File: config.mk
export PLATFORM = sky130hd
export DESIGN_NAME = fifo_pkt_writer_flat
export DESIGN_NICKNAME = d
export VERILOG_FILES = /design/src/rtl/fifo_pkt_writer_if.sv /design/src/rtl/fifo_pkt_writer.sv /design/src/flat_wrapper.sv
export SDC_FILE = /design/constraint.sdc
export NUM_CORES = 1
export LEC_CHECK = 0
export ABC_AREA = 1
export ABC_CLOCK_PERIOD_IN_PS = 2000
export BUFFER_PORTS_ARGS = -buffer_cell sky130_fd_sc_hd__clkbuf_2
export CAP_MARGIN = 5
export CORE_UTILIZATION = 55
export DETAILED_ROUTE_END_ITERATION = 8
export PLACE_DENSITY_LB_ADDON = 0.05
export RECOVER_POWER = 50
export SETUP_SLACK_MARGIN = 0.1
export SLEW_MARGIN = 20
export SYNTH_ARGS = -nofsm -noshare
export SYNTH_HDL_FRONTEND = slang
export SYNTH_SLANG_ARGS = --single-unit
export TNS_END_PERCENT = 1
File: constraint.sdc
create_clock -name wr_clk -period 2 [get_ports wr_clk]
set_input_delay 0.1 -clock wr_clk [delete_from_list [all_inputs] [get_ports wr_clk]]
set_output_delay 0.1 -clock wr_clk [all_outputs]
set_load 0.02 [all_outputs]
File: src/rtl/fifo_pkt_writer_if.sv
// fifo_pkt_writer_if: upstream valid/ready word stream with end-of-packet marking
// Ports (signals):
//   s_valid  producer -> writer  word valid
//   s_ready  writer -> producer  word accepted when s_valid & s_ready
//   s_data   producer -> writer  DATA_WIDTH word
//   s_last   producer -> writer  marks the final body word of a packet
// Modports: master (stream producer), slave (fifo_pkt_writer).
interface fifo_pkt_writer_if #(
    parameter int DATA_WIDTH = 8
);
    logic                  s_valid;
    logic                  s_ready;
    logic [DATA_WIDTH-1:0] s_data;
    logic                  s_last;
    modport master (output s_valid, s_data, s_last, input s_ready);
    modport slave  (input s_valid, s_data, s_last, output s_ready);
endinterface

File: src/rtl/fifo_pkt_writer.sv
// fifo_pkt_writer: frames a valid/ready word stream as header(seq), body, trailer(count) into an async FIFO write port
// Ports:
//   wr_clk        write-domain clock
//   wr_rst_n      asynchronous active-low reset
//   s             fifo_pkt_writer_if.slave upstream stream (s_valid, s_ready, s_data, s_last)
//   fifo_wr_en    FIFO write strobe
//   fifo_wr_data  FIFO write word
//   fifo_full     registered FIFO full flag (wr_clk domain)
//   pkt_done      one-cycle pulse when the final frame word is loaded
//   pkt_trunc     one-cycle pulse when a packet reaches MAX_LEN without s_last
//   busy          high while a packet is in flight or the output register holds a word
// Build option: PKT_WRITER_CHK_EN appends an XOR checksum word after the trailer.
module fifo_pkt_writer #(
    parameter int DATA_WIDTH = 8,
    parameter int MAX_LEN    = 64,
    localparam int CNT_WIDTH = $clog2(MAX_LEN + 1)
) (
    input  logic                  wr_clk,
    input  logic                  wr_rst_n,
    fifo_pkt_writer_if.slave      s,
    output logic                  fifo_wr_en,
    output logic [DATA_WIDTH-1:0] fifo_wr_data,
    input  logic                  fifo_full,
    output logic                  pkt_done,
    output logic                  pkt_trunc,
    output logic                  busy
);
`ifdef PKT_WRITER_CHK_EN
    typedef enum logic [2:0] {IDLE, BODY, TRL, DROP, CHK} state_t;
    logic [DATA_WIDTH-1:0] chk;
`else
    typedef enum logic [1:0] {IDLE, BODY, TRL, DROP} state_t;
`endif
    state_t                state, nxt;
    logic                  out_vld, out_free, load, ready, trunc_flag, seq_inc;
    logic [DATA_WIDTH-1:0] out_data, load_data, seq;
    logic [CNT_WIDTH-1:0]  cnt;

    assign fifo_wr_en   = out_vld & ~fifo_full;
    assign fifo_wr_data = out_data;
    assign out_free     = ~out_vld | fifo_wr_en;
    assign busy         = (state != IDLE) | out_vld;
    assign s.s_ready    = ready;

    always_comb begin
        nxt       = state;
        ready     = 1'b0;
        load      = 1'b0;
        load_data = out_data;
        pkt_done  = 1'b0;
        pkt_trunc = 1'b0;
        seq_inc   = 1'b0;
        case (state)
            IDLE: if (s.s_valid && out_free) begin
                load      = 1'b1;
                load_data = seq;
                nxt       = BODY;
            end
            BODY: begin
                ready = out_free;
                if (s.s_valid && out_free) begin
                    load      = 1'b1;
                    load_data = s.s_data;
                    if (s.s_last) nxt = TRL;
                    else if (cnt == CNT_WIDTH'(MAX_LEN - 1)) begin
                        pkt_trunc = 1'b1;
                        nxt       = TRL;
                    end
                end
            end
            TRL: if (out_free) begin
                load      = 1'b1;
                load_data = DATA_WIDTH'(cnt);
                seq_inc   = 1'b1;
`ifdef PKT_WRITER_CHK_EN
                nxt       = CHK;
`else
                pkt_done  = 1'b1;
                nxt       = trunc_flag ? DROP : IDLE;
`endif
            end
`ifdef PKT_WRITER_CHK_EN
            CHK: if (out_free) begin
                load      = 1'b1;
                load_data = chk;
                pkt_done  = 1'b1;
                nxt       = trunc_flag ? DROP : IDLE;
            end
`endif
            DROP: begin
                ready = 1'b1;
                if (s.s_valid && s.s_last) nxt = IDLE;
            end
            default: nxt = IDLE;
        endcase
    end

    always_ff @(posedge wr_clk or negedge wr_rst_n) begin
        if (!wr_rst_n) begin
            state      <= IDLE;
            out_vld    <= 1'b0;
            out_data   <= '0;
            seq        <= '0;
            cnt        <= '0;
            trunc_flag <= 1'b0;
`ifdef PKT_WRITER_CHK_EN
            chk        <= '0;
`endif
        end else begin
            state <= nxt;
            if (load) begin
                out_vld  <= 1'b1;
                out_data <= load_data;
            end else if (fifo_wr_en) out_vld <= 1'b0;
            if (state == IDLE && load) begin
                cnt        <= '0;
                trunc_flag <= 1'b0;
`ifdef PKT_WRITER_CHK_EN
                chk        <= '0;
`endif
            end
            if (state == BODY && load) begin
                cnt <= cnt + CNT_WIDTH'(1);
`ifdef PKT_WRITER_CHK_EN
                chk <= chk ^ s.s_data;
`endif
            end
            if (pkt_trunc) trunc_flag <= 1'b1;
            if (seq_inc) seq <= seq + DATA_WIDTH'(1);
        end
    end
endmodule

File: src/flat_wrapper.sv
// flat-port wrapper written by rule: the top's interface ports become plain ports
module fifo_pkt_writer_flat 
#(
    parameter int DATA_WIDTH = 8,
    parameter int MAX_LEN    = 64,
    localparam int CNT_WIDTH = $clog2(MAX_LEN + 1)
)
  (wr_clk, wr_rst_n, fifo_wr_en, fifo_wr_data, fifo_full, pkt_done, pkt_trunc, busy, s_s_valid, s_s_data, s_s_last, s_s_ready);
  fifo_pkt_writer_if #(.DATA_WIDTH(DATA_WIDTH)) s_i ();
  input  logic wr_clk;
  input  logic wr_rst_n;
  output logic fifo_wr_en;
  output logic [DATA_WIDTH-1:0] fifo_wr_data;
  input  logic fifo_full;
  output logic pkt_done;
  output logic pkt_trunc;
  output logic busy;
  input wire logic [$bits(s_i.s_valid)-1:0] s_s_valid;
  input wire logic [$bits(s_i.s_data)-1:0] s_s_data;
  input wire logic [$bits(s_i.s_last)-1:0] s_s_last;
  output wire logic [$bits(s_i.s_ready)-1:0] s_s_ready;
  assign s_i.s_valid = s_s_valid;
  assign s_i.s_data = s_s_data;
  assign s_i.s_last = s_s_last;
  assign s_s_ready = s_i.s_ready;
  fifo_pkt_writer #(.DATA_WIDTH(DATA_WIDTH), .MAX_LEN(MAX_LEN)) u_core (.wr_clk(wr_clk), .wr_rst_n(wr_rst_n), .s(s_i), .fifo_wr_en(fifo_wr_en), .fifo_wr_data(fifo_wr_data), .fifo_full(fifo_full), .pkt_done(pkt_done), .pkt_trunc(pkt_trunc), .busy(busy));
endmodule
==> impl_metrics.env, run 1 <==
export IMPL_max_stage_delay_ps=460
export IMPL_numCtsBuffers=3
export IMPL_hold_class="input pin to register"
export IMPL_path_delay_family="flip-flops"
export IMPL_cts_root_buffer="clkbuf_4"
export IMPL_irDropWorstVdd_mv=1.102
export IMPL_grt_pass1_vias=1519
export IMPL_end_kind="output pin"
export IMPL_die_y_um=59.02
export IMPL_placementRows=20
export IMPL_cts_sinks=27
export IMPL_cp_buffers_inverters=2
export IMPL_drv_slew=28
export IMPL_drt_total_wl_um=3841
export IMPL_synth_simple_area_share_pct=41.43
export IMPL_gp_congestion=0.8251
export IMPL_layout_common_cells="nand2_1 (76), nand3_1 (33), dfrtp_1 (25)"
export IMPL_powerDensity_nw_per_um2=1371
export IMPL_clock_path_buffers=2
export IMPL_synth_nets=241
export IMPL_overflow=0
export IMPL_finalCriticalPeriod_ps=1798
export IMPL_drive_above_1_share_pct=19.59
export IMPL_areaGrowthSynthToFinish_pct=8.747
export IMPL_p_seq_share_pct=33.3
export IMPL_final_antenna_net_count=0
export IMPL_drt_pass1_iterations=4
export IMPL_p_leak_nw=1.022
export IMPL_combPwrFrac_pct=57.2
export IMPL_dieArea_um2=3483
export IMPL_dr_wl_met2_um=1925
export IMPL_cp_arrival_ps=1700
export IMPL_grt_pass1_wl_um=6568
export IMPL_netlist_cell_type_count=27
export IMPL_multi_input_area_um2=950.9
export IMPL_async_reset_ff_share_pct=100.0
export IMPL_synth_edf_count=0
export IMPL_synth_top_family_by_area="simple AND/OR/NAND/NOR gates"
export IMPL_cp_required_ps=1900
export IMPL_fin_tns_setup_ps=0
export IMPL_criticalPathCategory="register to output pin"
export IMPL_p_sw_share_pct=51.85
export IMPL_mostFrequentLayoutCell="nand2_1"
export IMPL_seqCellArea_um2=678.2
export IMPL_synth_compound_area_share_pct=3.009
export IMPL_htreeDepth=1
export IMPL_finalCritPeriodShare_pct=89.88
export IMPL_whs_ps=48.11
export IMPL_ioPinCount=26
export IMPL_ys_seq_elements=27
export IMPL_clk_latency_ps=340
export IMPL_finalClockSkew_ps=5.165
export IMPL_initial_core_util_pct=58.09
export IMPL_clock_power_share_pct=9.5
export IMPL_tightestPinTransition_ps=1525
export IMPL_wl_met1_um=1724
export IMPL_hold_violations=0
export IMPL_p_int_mw=1.284
export IMPL_dp_hpwl_um=2860
export IMPL_rsz0062_at_grt="true"
export IMPL_critPathMaxFanout=15
export IMPL_core_um2=3078
export IMPL_fin_nets=265
export IMPL_drt_vias_per_instance=5.318
export IMPL_wl_per_cell_um=13.29
export IMPL_drc=0
export IMPL_worst_setup_path_start_kind="register"
export IMPL_stdcell_count=289
export IMPL_synth_xor_area_share_pct=3.429
export IMPL_syn_area_per_cell_um2=8.054
export IMPL_fp_dieW_um=59.02
export IMPL_yosysWarnings=0
export IMPL_num_vias=1537
export IMPL_violations="capacitance limit, slew limit"
export IMPL_clkTransAtPathRegs_ps=160
export IMPL_nFillCells=296
export IMPL_cp_slowest_cell="dfrtp_1"
export IMPL_worstPathCellList="ha_1, inv_2, o21ai_0, clkbuf_2"
export IMPL_grt_max_degree=28
export IMPL_max_cap_violations=1
export IMPL_highest_layer="met4"
export IMPL_routed_wl_met3_um=114
export IMPL_diodes=0
export IMPL_synthFlopType="dfrtp_1"
export IMPL_ys_seq_area_share_pct=37.79
export IMPL_maxSlewHeadroom_pct=-1.683
export IMPL_drt_iter0_drc=78
export IMPL_status="finished with violations"
export IMPL_syn_cell_area_um2=1788
export IMPL_portBuffers=25
export IMPL_synth_adder_area_share_pct=4.199
export IMPL_cts_tree="built"
export IMPL_grt_usage_pct=25.28
export IMPL_synth_mux_area_share_pct=0
export IMPL_cts_setup_buffers=0
export IMPL_setup_violations=0
export IMPL_dpl_cell_count=284
export IMPL_syn_inst=222
export IMPL_fmax_mhz=556.3
export IMPL_p_sw_mw=1.382
export IMPL_antenna_found_initial=0
[worst min-delay path, delay by kind of cell]
kind	cells	cell delay (ps)
buf+inv	1	110
simple gates	3	160
[worst paths after layout]
path                                          end                    from  cells past startpoint  slack [ps]
min reg2reg                u_core.fifo_wr_data[4]  u_core.fifo_wr_data[4]                      2         490
min                             u_core.trunc_flag                s_s_last                      4          50
max                                     s_s_ready         u_core.state[0]                      4         200
min in group asynchronous           u_core.cnt[3]                wr_rst_n                      2         640
max reg2reg                u_core.fifo_wr_data[1]         u_core.state[1]                      7         360
max in group asynchronous           u_core.cnt[1]                wr_rst_n                      2         380
[final cells by class]
cell class / count / area share [%]
Clock buffer: 3 / 1.158
Clock inverter: 1 / 0.3861
Inverter: 22 / 4.762
Multi-Input combinational cell: 165 / 48.91
Sequential cell: 27 / 34.88
Tap cell: 44 / 2.831
Timing Repair Buffer: 27 / 7.079
[metal layers]
| metal | vias to the layer above | global-route usage, % |
|---|---|---|
| met2 | 33 | 43.83 |
| met1 | 722 | 31.62 |
| met4 | 0 | 11.22 |
| met5 | - | 0 |
| met3 | 7 | 2.838 |
| li1 | 775 | - |
[cell usage after synthesis, types with 2 or more instances]
cell type  number  area [µm²]
dfrtp_1        27       675.7
nand2_2         2       12.51
nand3_4         3       52.55
nand2_1        77       289.0
inv_1          17       63.81
inv_6           2       17.52
nor2_1          4       15.01
nand3_1        34       170.2
o21ai_0         4       20.02
xnor2_1         5       43.79
o21ai_1         2       10.01
nand2_8         3       60.06
ha_1            6       75.07
nand4_1        16       100.1
inv_2           3       11.26
xor2_1          2       17.52
buf_6           5       56.30
[flip-flops by register name (all words and copies together), names as in the netlist]
| signal | flops |
|---|---|
| u_core.fifo_wr_data | 8 |
| u_core.cnt | 7 |
| u_core.seq | 8 |
| u_core.out_vld | 1 |
| u_core.trunc_flag | 1 |
| u_core.state | 2 |
[power by group through the flow]
stage          Clock, mW  Sequential [mW]  Combinational, mW
3_5_place_dp           0            0.892               1.51
4_1_cts            0.268            0.882               1.52
3_3_place_gp           0            0.879               1.46
2_1_floorplan          0            0.927               1.26
6_report           0.254            0.887               1.53
5_1_grt            0.284            0.914               1.70
[timing repair]
| action | in CTS | in global routing |
|---|---|---|
| setup endpoints to repair | 2 | 7 |
| gates resized for setup | 1 | 9 |
| endpoints found under the hold margin | 27 | 0 |
| hold buffers | 1 | 0 |
[cells by family (layout without fill, tap and decap cells)]
logic type,Yosys count,after routing
simple gates,144,144
buf+inv,30,53
flops,27,27
compound gates,8,8
xor+xnor,7,7
fa+ha+maj,6,6
[through the flow]
step / setup WS, ps / cell area [µm²] / power (mW) / util [%]
floorplan: 586.3 / 1788 / 2.184 / -
global placement: 344.5 / 1887 / 2.336 / 61.30
detailed placement: 249.7 / 1887 / 2.404 / 61.30
CTS: 47.56 / 1928 / 2.668 / 62.64
global route: 61.63 / 1944 / 2.898 / 63.17
finish: 202.5 / 1944 / 2.666 / 63.17
(Power assumes the default switching activity.)
==> run 2, diff against run 1 <==
- ABC_CLOCK_PERIOD_IN_PS: 2000 -> 2200
- CORE_UTILIZATION: 55 -> 50
- clock period: 2 -> 2.2 ns (I/O delays scaled with it)
==> impl_metrics.env, run 2 (same netlist as run 1, synthesis figures left out) <==
export IMPL_worst_setup_path_start_kind="register"
export IMPL_seqCellArea_um2=676.9
export IMPL_multi_input_area_um2=930.9
export IMPL_path_delay_family="adder cells"
export IMPL_cp_required_ps=2090
export IMPL_grt_busiest_layer="met2"
export IMPL_cp_arrival_ps=1830
export IMPL_dieArea_um2=3819
export IMPL_drc=0
export IMPL_drt_pass1_iterations=4
export IMPL_hold_class="input pin to register"
export IMPL_antenna_found_initial=0
export IMPL_cp_slowest_cell="ha_1"
export IMPL_cts_sinks=27
export IMPL_drt_vias_per_instance=5.017
export IMPL_reg2reg_to="u_core.fifo_wr_data[1]"
export IMPL_grt_usage_pct=20.48
export IMPL_drv_slew=0
export IMPL_fmax_mhz=515.4
export IMPL_grt_use_met2_pct=31.34
export IMPL_powerDensity_nw_per_um2=1236
export IMPL_whs_ps=65.56
export IMPL_hold_violations=0
export IMPL_ioPinCount=26
export IMPL_finalClockSkew_ps=4.183
export IMPL_mostFrequentLayoutCell="nand2_1"
export IMPL_fp_dieW_um=61.80
export IMPL_num_vias=1460
export IMPL_diodes=0
export IMPL_tightestPinTransition_ps=1466
export IMPL_clock_path_buffers=2
export IMPL_dp_slack_ps=497.9
export IMPL_worst_slack_ps=259.9
export IMPL_final_antenna_net_count=0
export IMPL_overflow=0
export IMPL_areaGrowthSynthToFinish_pct=7.488
export IMPL_min_to="u_core.trunc_flag"
export IMPL_p_leak_nw=1.025
export IMPL_fin_nets=265
export IMPL_placementRows=21
export IMPL_r2r_slack_ps=450
export IMPL_setup_violations=0
export IMPL_cts_tree="built"
export IMPL_cp_buffers_inverters=3
export IMPL_drt_iter0_drc=65
export IMPL_drive_above_1_share_pct=16.73
export IMPL_rsz0062_at_grt="false"
export IMPL_hold_depth=4
export IMPL_r2r_cells=7
export IMPL_dp_hpwl_um=2620
export IMPL_portBuffers=25
export IMPL_finalCriticalPeriod_ps=1940
export IMPL_wl_per_cell_um=12.21
export IMPL_finalPower_mw=2.376
export IMPL_clk_latency_ps=340
export IMPL_max_cap_violations=0
export IMPL_clkTransAtPathRegs_ps=160
export IMPL_grt_pass1_wl_um=5637
export IMPL_nFillCells=342
export IMPL_max_stage_delay_ps=470
export IMPL_met1_usage_pct=29.96
export IMPL_fin_util_pct=56.70
export IMPL_gp_congestion=0.8090
export IMPL_numCtsBuffers=3
export IMPL_die_y_um=61.80
export IMPL_initial_core_util_pct=52.75
export IMPL_htreeDepth=1
export IMPL_critPathMaxFanout=10
export IMPL_criticalPathCategory="register to output pin"
export IMPL_end_kind="output pin"
export IMPL_grt_util_met3_pct=2.484
export IMPL_r2r_start="u_core.state[0]"
export IMPL_status="completed"
export IMPL_drt_total_wl_um=3554
export IMPL_grt_pass1_vias=1238
export IMPL_fin_tns_setup_ps=0
export IMPL_finalCritPeriodShare_pct=88.19
export IMPL_worstPathCellList="inv_1, ha_1, nand2_8, inv_2, clkbuf_2"
export IMPL_cts_root_buffer="clkbuf_4"
export IMPL_layout_common_cells="nand2_1 (77), nand3_1 (34), dfrtp_1 (26)"
export IMPL_irDropWorstVdd_mv=0.8375
export IMPL_hp_start="s_s_last"
export IMPL_core_um2=3390
export IMPL_maxSlewHeadroom_pct=2.253
export IMPL_grt_max_degree=28
## run 2: what timing repair did
item	in CTS	in global routing
setup endpoints to repair	0	1
gates resized for setup	0	1
endpoints found under the hold margin	27	0
hold buffers	1	0
buffers inserted	0	0
## run 2: stage by stage
step,area [µm²],cells
after detailed placement,1889,286
after floorplan,1788,222
after global placement,1889,286
final,1922,291
after global routing,1922,291
after CTS,1929,291
## run 2: worst max-delay path by stage
| stage | startpoint | endpoint | slack (ps) | cells after the start |
|---|---|---|---|---|
| global route | u_core.state[0] | pkt_done | 150 | 5 |
| global placement | u_core.state[0] | u_core.fifo_wr_data[2] | 510 | 8 |
| floorplan | u_core.state[1] | s_s_ready | 780 | 5 |
| detailed placement | u_core.state[0] | u_core.fifo_wr_data[3] | 500 | 7 |
| CTS | u_core.state[0] | pkt_done | 250 | 5 |
| finish | u_core.state[0] | pkt_done | 260 | 5 |
## run 2: report_power, final
part	switching [mW]	leakage [nW]	internal, mW	total [mW]
clock	0.161	0.0139	0.0698	0.231
sequential	0.155	0.358	0.646	0.801
combinational	0.914	0.653	0.430	1.34
total	1.23	1.03	1.15	2.38
## run 2: area by class of cell
type / count / share of cell area [%]
Tap cell: 46 / 2.995
Timing Repair Buffer: 27 / 6.966
Clock inverter: 1 / 0.3906
Multi-Input combinational cell: 165 / 48.44
Inverter: 22 / 4.818
Clock buffer: 3 / 1.172
Sequential cell: 27 / 35.22
## run 2: per-layer routing
layer	up-vias	share of wire, %
met4	0	1.2
met2	19	44
met3	5	2.0
met1	658	53
li1	778	-
met5	-	0
## run 2: worst register-to-register path, cell delays in order, from the launching register on
cell	delay (ps)
dfrtp_1	440
inv_1	80
ha_1	580
inv_1	200
nand2_1	100
nand3_1	100
nand4_1	100
nand2_1	50
==> run 3, diff against run 2 <==
- CORE_UTILIZATION: 50 -> 30
- REMOVE_ABC_BUFFERS: unset -> 1
- SETUP_SLACK_MARGIN: 0.1 -> 0.15
==> impl_metrics.env, run 3 (same netlist as run 1, synthesis figures left out) <==
export IMPL_status="completed"
export IMPL_r2r_slack_ps=530
export IMPL_final_antenna_net_count=0
export IMPL_grt_usage_pct=14.95
export IMPL_r2r_start="u_core.state[0]"
export IMPL_drc=0
export IMPL_drt_iter0_drc=70
export IMPL_drt_pass1_iterations=4
export IMPL_max_stage_delay_ps=460
export IMPL_cts_root_buffer="clkbuf_8"
export IMPL_finalClockSkew_ps=14.19
export IMPL_irDropWorstVdd_mv=0.4896
export IMPL_criticalPathCategory="register to output pin"
export IMPL_clkTransAtPathRegs_ps=100
export IMPL_hold_class="input pin to register"
export IMPL_worst_setup_path_start_kind="register"
export IMPL_htreeDepth=1
export IMPL_gp_congestion=0.8095
export IMPL_numCtsBuffers=3
export IMPL_min_to="u_core.trunc_flag"
export IMPL_reg2reg_to="u_core.cnt[3]"
export IMPL_fmax_mhz=531.4
export IMPL_finalCriticalPeriod_ps=1882
export IMPL_core_um2=5642
export IMPL_drt_total_wl_um=4213
export IMPL_fin_util_pct=35.06
export IMPL_fin_nets=266
export IMPL_nFillCells=610
export IMPL_cts_tree="built"
export IMPL_cp_arrival_ps=1770
export IMPL_end_kind="output pin"
export IMPL_grt_busiest_layer="met2"
export IMPL_rsz0062_at_grt="false"
export IMPL_areaGrowthSynthToFinish_pct=10.64
export IMPL_grt_pass1_wl_um=7196
export IMPL_hp_start="s_s_last"
export IMPL_p_leak_nw=1.031
export IMPL_cts_sinks=27
export IMPL_fp_dieW_um=79.20
export IMPL_r2r_cells=7
export IMPL_powerDensity_nw_per_um2=1262
export IMPL_drive_above_1_share_pct=16.26
export IMPL_initial_core_util_pct=31.69
export IMPL_grt_use_met2_pct=24.66
export IMPL_clk_latency_ps=280
export IMPL_hold_depth=4
export IMPL_placementRows=27
export IMPL_dp_hpwl_um=3222
export IMPL_dieArea_um2=6273
export IMPL_fin_tns_setup_ps=0
export IMPL_portBuffers=25
export IMPL_critPathMaxFanout=10
export IMPL_cp_buffers_inverters=3
export IMPL_cp_required_ps=2090
export IMPL_cts_setup_buffers=0
export IMPL_drt_vias_per_instance=4.701
export IMPL_grt_pass1_vias=1443
export IMPL_setup_violations=0
export IMPL_hold_violations=0
export IMPL_grt_max_degree=28
export IMPL_grt_util_met3_pct=2.069
export IMPL_clock_path_buffers=2
export IMPL_met1_usage_pct=20.85
export IMPL_die_y_um=79.20
export IMPL_finalCritPeriodShare_pct=85.54
export IMPL_mostFrequentLayoutCell="nand2_1"
export IMPL_max_cap_violations=0
export IMPL_ioPinCount=26
export IMPL_tightestPinTransition_ps=1482
export IMPL_num_vias=1495
export IMPL_wl_per_cell_um=13.25
export IMPL_overflow=0
export IMPL_drv_slew=0
export IMPL_cp_slowest_cell="ha_1"
export IMPL_layout_common_cells="nand2_1 (77), nand3_1 (34), dfrtp_1 (26)"
export IMPL_path_delay_family="adder cells"
export IMPL_diodes=0
export IMPL_antenna_found_initial=0
export IMPL_maxSlewHeadroom_pct=1.205
export IMPL_worstPathCellList="inv_1, ha_1, nand2_8, inv_2, clkbuf_2"
[run 3: changes by cell type in the layout (fill, tap and decap cells not counted)]
cell      change
clkbuf_4      -3
clkbuf_8      +3
clkbuf_1      +2
clkbuf_2      -2
buf_4         +1
[run 3: worst reg2reg max path: cells and delay by family (launching register included)]
| kind | cells | cell delay, ps |
|---|---|---|
| adders and majority gates | 1 | 460 |
| DFF | 1 | 450 |
| and+or+nand+nor | 5 | 570 |
| buffers and inverters | 1 | 100 |
[run 3: power breakdown]
group	internal [mW]	total (mW)	switching, mW	leakage, nW
Clock	0.129	0.306	0.177	0.0217
Sequential	0.647	0.800	0.153	0.358
Combinational	0.445	1.39	0.946	0.651
[run 3: worst max-delay path by stage]
stage	depth (start not counted)	slack (ps)	end	from
3_3_place_gp	8	540	u_core.fifo_wr_data[3]	u_core.state[0]
2_1_floorplan	9	490	u_core.cnt[4]	u_core.state[1]
3_5_place_dp	8	540	u_core.fifo_wr_data[1]	u_core.state[0]
6_report	5	320	pkt_done	u_core.state[0]
5_1_grt	2	110	u_core.cnt[0]	wr_rst_n
4_1_cts	5	310	pkt_done	u_core.state[0]
[run 3: routing by layer]
metal,routed length (µm),up-vias
met2,1943,18
met1,2134,699
li1,-,774
met5,0,-
met3,105,4
met4,29,0
[run 3: layout make-up]
type | count | area [µm²] | area share (%)
multi-input combinational | 165 | 930.9 | 47.06
sequential | 27 | 676.9 | 34.22
timing repair buffer | 28 | 138.9 | 7.021
inverter | 22 | 92.59 | 4.681
tap | 72 | 90.09 | 4.554
clock buffer | 3 | 41.29 | 2.087
clock inverter | 1 | 7.507 | 0.3795
[run 3: per-stage QoR]
stage / power (mW) / hold slack [ps] / instances / setup WS [ps] / instance area [µm²]
6_report: 2.497 / 141.2 / 318 / 318.1 / 1978
3_5_place_dp: 2.229 / 199.4 / 313 / 538.0 / 1929
5_1_grt: 2.736 / 153.7 / 318 / 105.5 / 1978
4_1_cts: 2.538 / 142.4 / 318 / 308.1 / 1988
3_3_place_gp: 2.253 / 207.3 / 313 / 540.9 / 1929
2_1_floorplan: 1.823 / -185.6 / 214 / 492.0 / 1699
[run 3: what timing repair did]
item	CTS	global route
setup endpoints to repair	0	1
hold buffers	1	0
endpoints found under the hold margin	27	0
gates resized for setup	0	1
